[src/rtl/delivery_game_uc.sv]
// Control unit for the delivery game: clears the datapath at start, paces ultrasonic
// velocity measurements with a timeout, gates map movement and detects lose/win/pause.
module delivery_game_uc #(
    parameter int unsigned MEAS_PERIOD = 25_000_000,
    parameter int unsigned TIMEOUT     = 2_500_000,
    parameter logic [2:0]  WIN_SCORE   = 3'd7
) (
    input  logic       clock,
    input  logic       reset,
    input  logic       iniciar,
    input  logic       pausar,
    input  logic       game_over,
    input  logic [2:0] pontuacao,
    input  logic       velocity_ready,
    output logic       count_map,
    output logic       get_velocity,
    output logic       zera_fd,
    output logic       fim_jogo,
    output logic       vitoria,
    output logic       sensor_timeout,
    output logic [3:0] db_estado
);

    typedef enum logic [3:0] {
        IDLE      = 4'd0,
        CLEAR     = 4'd1,
        MEASURE   = 4'd2,
        WAIT_MEAS = 4'd3,
        PLAY      = 4'd4,
        PAUSED    = 4'd5,
        LOSE      = 4'd6,
        WIN       = 4'd7
    } state_t;

    localparam logic [31:0] PER_LAST = 32'(MEAS_PERIOD - 1);
    localparam logic [31:0] TO_LAST  = 32'(TIMEOUT - 1);

    state_t      state_q, state_d;
    logic [31:0] per_q, per_d, to_q, to_d;
    logic        first_q, first_d, tout_q, tout_d;
    logic        ini_q, pau_q;
    logic        ini_ev, pau_ev, win_hit;
    logic        count_map_q, get_velocity_q, zera_fd_q, fim_jogo_q, vitoria_q;
    logic [3:0]  db_estado_q;

    assign ini_ev  = iniciar & ~ini_q;
    assign pau_ev  = pausar & ~pau_q;
    assign win_hit = (pontuacao == WIN_SCORE);

    always_comb begin
        state_d = state_q;
        per_d   = per_q;
        to_d    = to_q;
        first_d = first_q;
        tout_d  = tout_q;
        case (state_q)
            IDLE: if (ini_ev) state_d = CLEAR;
            CLEAR: begin
                per_d   = '0;
                to_d    = '0;
                tout_d  = 1'b0;
                first_d = 1'b0;
                state_d = MEASURE;
            end
            MEASURE: begin
                to_d = '0;
                if (game_over && first_q) state_d = LOSE;
                else if (win_hit)         state_d = WIN;
                else                      state_d = WAIT_MEAS;
            end
            WAIT_MEAS: begin
                to_d = to_q + 32'd1;
                // ready wins over a simultaneous timeout, so the flag stays clear
                if (game_over && first_q) state_d = LOSE;
                else if (win_hit)         state_d = WIN;
                else if (velocity_ready)  state_d = PLAY;
                else if (to_q == TO_LAST) begin
                    state_d = PLAY;
                    tout_d  = 1'b1;
                end
                if (state_d != WAIT_MEAS) first_d = 1'b1;
            end
            PLAY: begin
                per_d = (per_q == PER_LAST) ? '0 : per_q + 32'd1;
                if (game_over)              state_d = LOSE;
                else if (win_hit)           state_d = WIN;
                else if (pau_ev)            state_d = PAUSED;
                else if (per_q == PER_LAST) state_d = MEASURE;
            end
            PAUSED: if (pau_ev) state_d = PLAY;
            LOSE, WIN: if (ini_ev) state_d = CLEAR;
            default: state_d = IDLE;
        endcase
    end

    // Outputs are registered from the next state so they line up with db_estado.
    always_ff @(posedge clock or posedge reset) begin
        if (reset) begin
            state_q        <= IDLE;
            per_q          <= '0;
            to_q           <= '0;
            first_q        <= 1'b0;
            tout_q         <= 1'b0;
            ini_q          <= 1'b0;
            pau_q          <= 1'b0;
            count_map_q    <= 1'b0;
            get_velocity_q <= 1'b0;
            zera_fd_q      <= 1'b0;
            fim_jogo_q     <= 1'b0;
            vitoria_q      <= 1'b0;
            db_estado_q    <= 4'd0;
        end else begin
            state_q        <= state_d;
            per_q          <= per_d;
            to_q           <= to_d;
            first_q        <= first_d;
            tout_q         <= tout_d;
            ini_q          <= iniciar;
            pau_q          <= pausar;
            count_map_q    <= (state_d == PLAY) ||
                              (((state_d == MEASURE) || (state_d == WAIT_MEAS)) && first_d);
            get_velocity_q <= (state_d == MEASURE);
            zera_fd_q      <= (state_d == CLEAR);
            fim_jogo_q     <= (state_d == LOSE);
            vitoria_q      <= (state_d == WIN);
            db_estado_q    <= state_d;
        end
    end

    assign count_map      = count_map_q;
    assign get_velocity   = get_velocity_q;
    assign zera_fd        = zera_fd_q;
    assign fim_jogo       = fim_jogo_q;
    assign vitoria        = vitoria_q;
    assign sensor_timeout = tout_q;
    assign db_estado      = db_estado_q;

endmodule
[config.mk]
export PLATFORM = sky130hd
export DESIGN_NAME = delivery_game_uc
export DESIGN_NICKNAME = d
export VERILOG_FILES = /design/src/rtl/delivery_game_uc.sv
export SDC_FILE = /design/constraint.sdc
export NUM_CORES = 1
export LEC_CHECK = 0
export ABC_AREA = 1
export ABC_CLOCK_PERIOD_IN_PS = 4440
export CAP_MARGIN = 20
export CORE_AREA = 2 2 95 97
export CTS_BUF_LIST = sky130_fd_sc_hd__clkbuf_8
export CTS_CLUSTER_DIAMETER = 80
export DETAILED_ROUTE_END_ITERATION = 8
export DIE_AREA = 0 0 97 99
export PLACE_DENSITY = 0.75
export SETUP_SLACK_MARGIN = 0.4
export SYNTH_ARGS = -nofsm -noshare
export SYNTH_HDL_FRONTEND = slang
export SYNTH_SLANG_ARGS = --single-unit
[constraint.sdc]
create_clock -name clock -period 4.44 [get_ports clock]
set_clock_uncertainty 0.15 [all_clocks]
set_input_delay 0.888 -clock clock [delete_from_list [all_inputs] [get_ports clock]]
set_output_delay 0.888 -clock clock [all_outputs]
set_load 0.05 [all_outputs]
==> flow_summary.json <==
{
  "pin_count": 19,
  "syn_to_final_growth_pct": 11.2,
  "netlist.area_leader.share_pct": 39.4,
  "multi_input_area_um2": 2550,
  "cp_slowest_stage_delay_ps": 880,
  "cts-root-buf": "clkbuf_8",
  "synth_edf_count": 0,
  "post_cts_buffers": 0,
  "synth_xor_area_share_pct": 2.86,
  "syn_nets": 699,
  "ctsResizeCount": 0,
  "hp-class": "reg2reg",
  "p_leak_nw": 2.27,
  "synthSimpleGateAreaFrac_pct": 36.0,
  "yosys_warnings": 0,
  "first_pass_iters": 4,
  "grt_pass1_vias": 4448,
  "synth-seq-area-share_pct": 39.4,
  "required_ps": 3400,
  "synth_top_family_by_area": "simple AND/OR/NAND/NOR gates",
  "grt_max_degree": 37,
  "core_area_um2": 8550,
  "path_class": "reg2out",
  "cts_buffers": 9,
  "cts_sinks": 77,
  "hold_viol": 0,
  "synthDistinctLibCells": 42,
  "status": "finished, final reports clean",
  "critPathMaxFanout": 5,
  "die_area_um2": 9600,
  "cts_tree": "done",
  "drc": 0,
  "ys_seq_elements": 77,
  "path_cells": "clkdlybuf4s50_1",
  "synthAdderAreaFrac_pct": 0.511,
  "globalplace.congestion": 0.937,
  "drv_cap": 0,
  "period_needed_ps": 2720,
  "worstSkewPairLatency_ps": 370,
  "yosys-top-cells-area": "dfrtp_1 (39%), nand2_1 (13%), inv_1 (6.7%), nor2_1 (5.7%), o21ai_0 (4.0%)",
  "vias": 4725,
  "peakVddDrop_mv": 0.233,
  "cp.arrival_ps": 1690,
  "synth_top_area_cell": "dfrtp_1",
  "async_reset_ff_share_pct": 100,
  "viasPerCell": 5.74,
  "die_h_um": 99,
  "netlist_instances": 688,
  "slowest_stage": "clkdlybuf4s50_1",
  "rsz0062_at_grt": "false",
  "grt_overflow": 0,
  "tightest_slew_ps": 878,
  "netlist_area_um2": 4900,
  "antenna_left": 0,
  "io_buffer_count": 18,
  "fin_setup_tns_ps": 0,
  "initial_utilization_pct": 57.3,
  "seqCellArea_um2": 1930,
  "synth-compound-area-share_pct": 12.6,
  "syn_area_per_cell_um2": 7.12,
  "powerDensity_nw_per_um2": 339,
  "cp-end-kind": "output pin",
  "wl_per_cell_um": 15.4,
  "clkTransAtPathRegs_ps": 80,
  "die_w_um": 97,
  "drive_above_1_share_pct": 10.1,
  "synth_commonest_cells": "nand2_1 (167), inv_1 (88), dfrtp_1 (77)",
  "diodes": 0,
  "report.final.slew_viol_count": 0,
  "yosysMostFrequentCell": "nand2_1",
  "pre_cts_ws_ps": 1760,
  "antenna_found_initial": 0,
  "finalWirelength_um": 12700,
  "max-clock-path-buffers": 2,
  "crit_family": "buffers and inverters",
  "fin_ws_ps": 1720,
  "hpwl_um": 9100,
  "row_count": 34,
  "fin_nets": 721,
  "fill_cells": 753,
  "setup_viol": 0,
  "muxShareOfSynthArea_pct": 0,
  "slew_headroom_pct": 41.4,
  "fmax_ghz": 0.367,
  "cp_num_buf_inv": 1,
  "fin_crit_sh_pct": 61.4,
  "drt_iter0_markers": 386,
  "track_usage_pct": 27.3,
  "synth-main-ff-cell": "dfrtp_1",
  "grt_first_pass_wirelength_um": 21300,
  "critPathLaunchType": "flop",
  "cts-htree-levels": 3,
  "hold_buffers": 0
}
==> sequential cells by signal, summed over array words and instances, names as in the netlist <==
signal,count
first_q,1
sensor_timeout,1
per_q,32
to_q,32
zera_fd,1
fim_jogo,1
get_velocity,1
count_map,1
db_estado,4
pau_q,1
vitoria,1
ini_q,1
==> cell families after synthesis <==
group,after synthesis
adders and majority gates,2
AOI/OAI and AO/OA,108
xor gates and xnor gates,16
and+or+nand+nor,376
buffers and inverters,108
DFF,77
other,1
==> power breakdown <==
group | leakage, nW | total, W | switching [W] | internal (W)
combinational | 1.07 | 0.000391 | 0.000288 | 0.000103
sequential | 1.06 | 0.000761 | 0.0000294 | 0.000732
clock | 0.134 | 0.000693 | 0.000275 | 0.000418
==> layout by cell type (no fill, tap or decap), drive strengths merged, types with 2 or more instances in the layout <==
| cell | count |
|---|---|
| dfrtp | 77 |
| nand4 | 15 |
| ha | 2 |
| inv | 96 |
| bufinv | 3 |
| xor2 | 15 |
| nor2 | 89 |
| clkbuf | 12 |
| or2 | 4 |
| o21ai | 47 |
| clkdlybuf4s50 | 18 |
| buf | 4 |
| a2bb2oi | 2 |
| clkinv | 2 |
| nand2 | 178 |
| nor3 | 37 |
| a32o | 3 |
| o22ai | 23 |
| nor4 | 6 |
| a21oi | 24 |
| nand3 | 45 |
| o31ai | 3 |
==> per-stage QoR <==
step,power (W),cell area [um2],instances,util [%],hold slack [ps]
2_1_floorplan,0.00105,4900,688,-,337
3_3_place_gp,0.00115,5190,807,60.7,331
3_5_place_dp,0.00117,5190,807,60.7,338
4_1_cts,0.00185,5450,823,63.7,359
5_1_grt,0.00192,5450,823,63.7,363
6_report,0.00185,5450,823,63.7,351
==> final cells by class <==
cell class,instances,share of cell area (%)
Clock buffer,12,3.03
Clock inverter,4,1.72
Inverter,97,6.76
Multi-Input combinational cell,503,46.8
Sequential cell,77,35.4
Tap cell,108,2.48
Timing Repair Buffer,22,3.86
==> routing by layer <==
metal  track usage (%)  up-vias  wire length [um]
met5                 0        -                 0
met4              12.0        0               244
met2              42.5      198              5730
li1                  -     2308                 -
met3              4.26       21               887
met1              38.1     2198              5800
==> path summary, 6_finish.rpt <==
kind	to	cells after the start	start	slack, ps
max	db_estado[0]	1	db_estado[0]	1720
min	sensor_timeout	1	sensor_timeout	350
max reg2reg	per_q[20]	9	db_estado[0]	1720
min reg2reg	sensor_timeout	1	sensor_timeout	350
max in group asynchronous	to_q[3]	3	reset	2700
min in group asynchronous	per_q[0]	2	reset	650
(Power assumes the default switching activity.)
